### src/rtl/alu_arbiter.sv
// Round-robin arbiter sharing one combinational ALU between two requesters.
// Operands, result, status and PSR are registered around the shared ALU.
module alu_arbiter #(
    parameter int unsigned P_WIDTH = 16
) (
    input  logic                   I_CLK,
    input  logic                   I_RESET,
    input  logic [1:0]             I_REQ_VALID,
    output logic [1:0]             O_REQ_READY,
    input  logic [7:0]             I_REQ_OPCODE,
    input  logic [2*P_WIDTH-1:0]   I_REQ_A,
    input  logic [2*P_WIDTH-1:0]   I_REQ_B,
    output logic [1:0]             O_RSP_VALID,
    input  logic [1:0]             I_RSP_READY,
    output logic [P_WIDTH-1:0]     O_RSP_C,
    output logic [4:0]             O_RSP_STATUS,
    output logic [3:0]             O_ALU_OPCODE,
    output logic [P_WIDTH-1:0]     O_ALU_A,
    output logic [P_WIDTH-1:0]     O_ALU_B,
    input  logic [P_WIDTH-1:0]     I_ALU_C,
    input  logic [4:0]             I_ALU_STATUS,
    output logic [4:0]             O_PSR,
    output logic                   O_BUSY
);

    typedef enum logic [1:0] {
        IDLE = 2'd0,
        EXEC = 2'd1,
        RESP = 2'd2
    } state_t;

    state_t     state;
    logic       ptr;
    logic       owner;
    logic [1:0] grant;
    logic       sel;

    // Grant only in IDLE; on contention the pointer's side wins
    always_comb begin
        grant = 2'b00;
        if (state == IDLE) begin
            case (I_REQ_VALID)
                2'b01:   grant = 2'b01;
                2'b10:   grant = 2'b10;
                2'b11:   grant = ptr ? 2'b10 : 2'b01;
                default: grant = 2'b00;
            endcase
        end
    end

    assign O_REQ_READY = grant;
    assign sel         = grant[1];

    always_ff @(posedge I_CLK) begin
        if (I_RESET) begin
            state        <= IDLE;
            ptr          <= 1'b0;
            owner        <= 1'b0;
            O_RSP_VALID  <= 2'b00;
            O_RSP_C      <= '0;
            O_RSP_STATUS <= '0;
            O_ALU_OPCODE <= '0;
            O_ALU_A      <= '0;
            O_ALU_B      <= '0;
            O_PSR        <= '0;
            O_BUSY       <= 1'b0;
        end else begin
            case (state)
                IDLE: begin
                    if (grant != 2'b00) begin
                        owner        <= sel;
                        O_ALU_OPCODE <= sel ? I_REQ_OPCODE[7:4] : I_REQ_OPCODE[3:0];
                        O_ALU_A      <= sel ? I_REQ_A[2*P_WIDTH-1:P_WIDTH] : I_REQ_A[P_WIDTH-1:0];
                        O_ALU_B      <= sel ? I_REQ_B[2*P_WIDTH-1:P_WIDTH] : I_REQ_B[P_WIDTH-1:0];
                        O_BUSY       <= 1'b1;
                        state        <= EXEC;
                    end
                end
                EXEC: begin
                    // ALU output has had a full cycle to settle on stable operands
                    O_RSP_C      <= I_ALU_C;
                    O_RSP_STATUS <= I_ALU_STATUS;
                    O_PSR        <= I_ALU_STATUS;
                    ptr          <= ~owner;
                    O_RSP_VALID  <= owner ? 2'b10 : 2'b01;
                    state        <= RESP;
                end
                RESP: begin
                    if (I_RSP_READY[owner]) begin
                        O_RSP_VALID <= 2'b00;
                        O_BUSY      <= 1'b0;
                        state       <= IDLE;
                    end
                end
                default: begin
                    O_RSP_VALID <= 2'b00;
                    O_BUSY      <= 1'b0;
                    state       <= IDLE;
                end
            endcase
        end
    end

endmodule

### config.mk
export PLATFORM = sky130hd
export DESIGN_NAME = alu_arbiter
export DESIGN_NICKNAME = d
export VERILOG_FILES = /design/src/rtl/alu_arbiter.sv
export SDC_FILE = /design/constraint.sdc
export NUM_CORES = 1
export LEC_CHECK = 0
export BUFFER_PORTS_ARGS = -buffer_cell sky130_fd_sc_hd__buf_4
export CAP_MARGIN = 20
export CORE_UTILIZATION = 41
export CTS_BUF_LIST = sky130_fd_sc_hd__clkbuf_8 sky130_fd_sc_hd__clkbuf_16
export CTS_CLUSTER_SIZE = 14
export DETAILED_ROUTE_END_ITERATION = 10
export HOLD_SLACK_MARGIN = 0.1
export PLACE_DENSITY = 0.8
export SLEW_MARGIN = 30
export SYNTH_ARGS = -nofsm -noshare
export SYNTH_HDL_FRONTEND = slang
export SYNTH_SLANG_ARGS = --single-unit
### constraint.sdc
create_clock -name I_CLK -period 1.2 [get_ports I_CLK]
set_input_delay 0.06 -clock I_CLK [delete_from_list [all_inputs] [get_ports I_CLK]]
set_output_delay 0.06 -clock I_CLK [all_outputs]
set_load 0.1 [all_outputs]
Word level (Yosys, flattened, before mapping)
Cells that the tools add are included.

Register bits after elaboration: 64. Input port bits: 99. Output and inout bits: 67. Logic and storage cells: 43.

Magnitude comparators: 1. Equal/unequal tests: 7. Mux-type cells: 16. Bitwise logic cells: 3. Reductions and logical operators: 6.

Operators by type and width (count): two-way mux 16 bit (2); one-hot mux 2 bit (3 select lines) (3); two-way mux 2 bit (5); == test 2 bit (second input constant) (3); AND reduction 2 bit (3); == test 2 x 1 -> 1 bit (second input constant) (2); two-way mux 1 bit (4); two-way mux 4 bit (1); inverter 1 bit (3); one-hot mux 1 bit (3 select lines) (1); AND reduction 3 bit (1); zero test 2 bit (1); less-than comparator 1 x 2 -> 1 bit (second input constant) (1); != test 2 x 1 -> 1 bit (second input constant) (1); != test 2 bit (second input constant) (1); nonzero test 2 bit (1).

Logic depth before layout (Yosys ltp)
Depth in word-level cells: 6. Gate-level depth with buffers: 5. Depth with buffers taken out: 3.

Least setup slack after synthesis
No wires, ideal clock.

Kind: reg-to-output. From: register state[1]. To: output O_REQ_READY[0]. Arrival time: 3.146 ns. Required time: 1.140 ns. Setup slack: -2.006 ns. Cell stages (with the launch flop): 5. Buffers on the path: 2. Cell sequence: dfxtp_1 or2_1 buf_6 buf_2 a211oi_1.

Longest elaborated chain between the ends: 2.

RTL lines: start, declared (line 32) `state_t state;`; start signal, assigned (line 56) `state <= IDLE;`; start signal, assigned (line 76) `state <= EXEC;`; start signal, assigned (line 86) `state <= RESP;`; zero test 2 bit (line 41) `if (state == IDLE) begin`; two-way mux 2 bit (line 41); end, declared (line 9) `output logic [1:0] O_REQ_READY,`.

No other way between the ends.

Final worst setup path
From: register state[0]. To: register O_ALU_B[8].

Longest elaborated chain between the ends: 4. Elaborated cells on any way between the ends: 5. Those cells by class: 2 x mux; 3 x reduce/logical.

RTL lines: zero test 2 bit (*) (line 41, 68); two-way mux 2 bit (line 41); nonzero test 2 bit (line 70) `if (grant != 2'b00) begin`; AND reduction 2 bit (no source line); end signal, assigned (line 74) `O_ALU_B <= sel ? I_REQ_B[2*P_WIDTH-1:P_WIDTH] : I_REQ_B[P_WIDTH-1:0];`; end, declared (line 19) `output logic [P_WIDTH-1:0] O_ALU_B,`.

Mark *: on every way between the ends. The rest lies on a longest branch, timed or not. A chain may end at the register's enable or synchronous reset.

==> run_results.csv <==
group,metric,value,unit
die,start_util,42.2,%
grt,grt_overflow,0,
cts,ctsLongestPathBuffers,2,
placed_design,dp_cells,601,
timing,finalSetupViolations,62,
outcome,violations,"negative setup slack",
synthesis,synth_warnings,0,
cts,ctsHtreeMaxLevel,3,
timing,rsz0062_at_grt,"true",
timing,slew_violations,0,
route,drt-pass1-iter-count,5,
synthesis,yosysMostFrequentCell,"dfxtp_1",
setup_path,cp_top_family,"simple AND/OR/NAND/NOR gates",
setup_path,crit_type,"reg2reg",
setup_path,cp_num_buf_inv,3,
synthesis,synth_top_area_share,39.5,%
setup_path,path_cells,"or2_4 -> buf_6 -> buf_4 -> buf_16 -> nor4b_2 -> nor4_1",
setup_path,cp_max_fo,13,
pwr,leakage,2.58,nW
synthesis,synth_area_leaders,"dfxtp_1, a21oi_1, nor4b_1, a2111oi_2, nor4_1",
synthesis,synth-edff-count,0,
flow_run,maxCapViolations,0,
cts,clock-sinks,64,
synthesis,ys.flop_type,"dfxtp_1",
cells_and_area,drive_above_1_share,66.9,%
setup_path,slowest_delay,510,ps
setup_path,cp_slowest_cell,"nor4_1",
die,core-area,7690,µm²
grt,grt_usage,32.1,%
pwr,peakVddDrop,0.917,mV
cells_and_area,diodes,0,
placed_design,portBuffers,165,
timing,tightestPinTransition,580,ps
grt,grt_max_degree,46,
synthesis,yosysTopAreaCell,"dfxtp_1",
placed_design,dp_hpwl,6990,µm
synthesis,yosysSeqAreaShare,39.5,%
timing,period_share,141,%
synthesis,netlist-cell-type-count,30,
setup_path,cp_data_required_time,1380,ps
route,ant_nets,0,
cts,cts_buffers,9,
setup_path,crit_path_start_kind,"flip-flop",
outcome,status,"complete, but fails checks",
cts,cts_tree,"yes",
cts,clock_latency,350,ps
setup_path,crit_path_end_kind,"flip-flop",
die,die_h,90.9,µm
synthesis,ys_ff_latch,64,
route,wl_per_cell,24.0,µm
synthesis,syn_inst,358,
setup_path,cp.arrival,1880,ps
cells_and_area,stdcell_count,692,
route,routed_via_density,6.18,
timing,max_freq,589,MHz
synthesis,synth_area,3240,µm²
timing,finalCriticalPeriod,1700,ps
die,dieArea,8270,µm²
cells_and_area,layout.nets,685,
route,drc,0,
synthesis,postSynth.asyncResetShare,0,%
timing,fin_worst_skew,31.4,ps
route,wl,16600,µm
setup_path,reg2reg_slack,-500,ps
worst_hold_path,min_path_type,"in2reg",
cts,clk_pin_slew,100,ps
placed_design,gp_congestion,0.808,
timing,slew_headroom,61.0,%
route,first_iter_violations,300,
grt,grt_pass1_wl,21000,µm
timing,hold_viol,0,
timing,setup_ws,-497,ps
synthesis,synthesis.nets,457,
die,die_w,90.9,µm
cells_and_area,fin_util,88.2,%
grt,grt_pass1_vias,4053,
synthesis,synth_common_cells,"dfxtp_1, a21oi_1, nand2_1",
pwr,powerDensity,1320,nW/µm²
die,std_cell_rows,32,
placed_design,dp_slack,-250,ps
cells_and_area,syn_to_final_growth,109,%
cts,root_buffer,"clkbuf_8",
die,pin_count,166,
route,vias,4278,
synthesis,syn_area_per_cell,9.06,µm²
grt,antenna_found_initial,0,
[registers in the layout, indices dropped and copies added (netlist names)]
register and flops:
O_RSP_C 16, O_ALU_A 16, state 2, O_ALU_OPCODE 4
ptr 1, O_BUSY 1, O_ALU_B 16, O_RSP_VALID 2
owner 1, O_PSR 5
[logic make-up (layout without fill, tap and decap cells)]
group	count (synthesis)	count (layout)	synth area share, %
buffers and inverters	55	287	9.22
DFF	64	64	39.5
AOI/OAI and AO/OA	104	104	25.6
and+or+nand+nor	133	133	25.0
muxes	2	2	0.618
[metal layers]
metal | vias to the layer above | routed length, µm | track usage (%)
li1 | 1821 | - | -
met1 | 2048 | 6140 | 36.3
met2 | 337 | 8300 | 58.0
met3 | 72 | 1400 | 7.32
met4 | 0 | 761 | 13.1
met5 | - | 0 | 0
[tightest hold or removal path: cells and delay by family]
kind / cells / cell delay (ps)
simple gates: 2 / 230
buf+inv: 1 / 80
[area by class of cell]
class                      count  area [µm²]
clock buffer                  10         138
clock inverter                 5        20.0
fill                         321         906
inverter                       2        11.3
multi-input combinational    239        2650
sequential                    64        1360
tap                          102         128
timing repair buffer         270        2480
[through the flow]
step / total power, mW / instance area [µm²] / hold slack, ps / setup TNS (ps)
after floorplan: 5.24 / 3560 / 188 / -3330
after global placement: 6.11 / 4970 / 310 / -4560
after detailed placement: 6.16 / 4970 / 309 / -6430
after CTS: 8.25 / 6190 / 101 / -10700
after global routing: 9.16 / 6780 / 114 / -16760
final: 8.92 / 6780 / 101 / -14610
[repair_timing]
item                       in CTS  in global routing
hold buffers                   51                  5
hold endpoints to repair       46                  6
buffers inserted                8                  6
resized for setup              74                 77
pin swaps                       9                 19
cloned                          2                  5
setup endpoints to repair      60                 65
[report_power, final]
group	internal [mW]	switching [mW]
Combinational	1.57	3.11
Clock	0.766	0.894
Sequential	2.39	0.186
Total	4.73	4.19
[cell usage in the layout (no fill, tap or decap), types with 2 or more instances in the layout]
cell type | netlist | final
or2_2 | 2 | 2
nand2b_1 | 5 | 4
nor2b_4 | 0 | 2
nand3b_1 | 4 | 4
buf_6 | 2 | 11
a21oi_2 | 0 | 15
dfxtp_2 | 0 | 57
a2111oi_4 | 2 | 34
buf_16 | 0 | 2
a21oi_1 | 63 | 48
dfxtp_1 | 64 | 6
a2111oi_2 | 20 | 2
nand2_2 | 0 | 3
inv_1 | 1 | 4
clkbuf_16 | 0 | 2
dlygate4sd3_1 | 0 | 56
nand2_1 | 44 | 34
nor4_1 | 36 | 35
buf_12 | 0 | 15
nor4b_2 | 0 | 27
nor4b_4 | 0 | 9
nand2_4 | 0 | 7
clkbuf_8 | 0 | 10
buf_4 | 5 | 183
[worst paths after layout]
kind | cells after the start | start | endpoint
max | 6 | state[0] | O_ALU_B[8]
min | 3 | I_REQ_A[19] | O_ALU_A[3]
max reg2reg | 6 | state[0] | O_ALU_B[8]
min reg2reg | 2 | O_RSP_C[2] | O_RSP_C[2]
(Power assumes the default switching activity.)
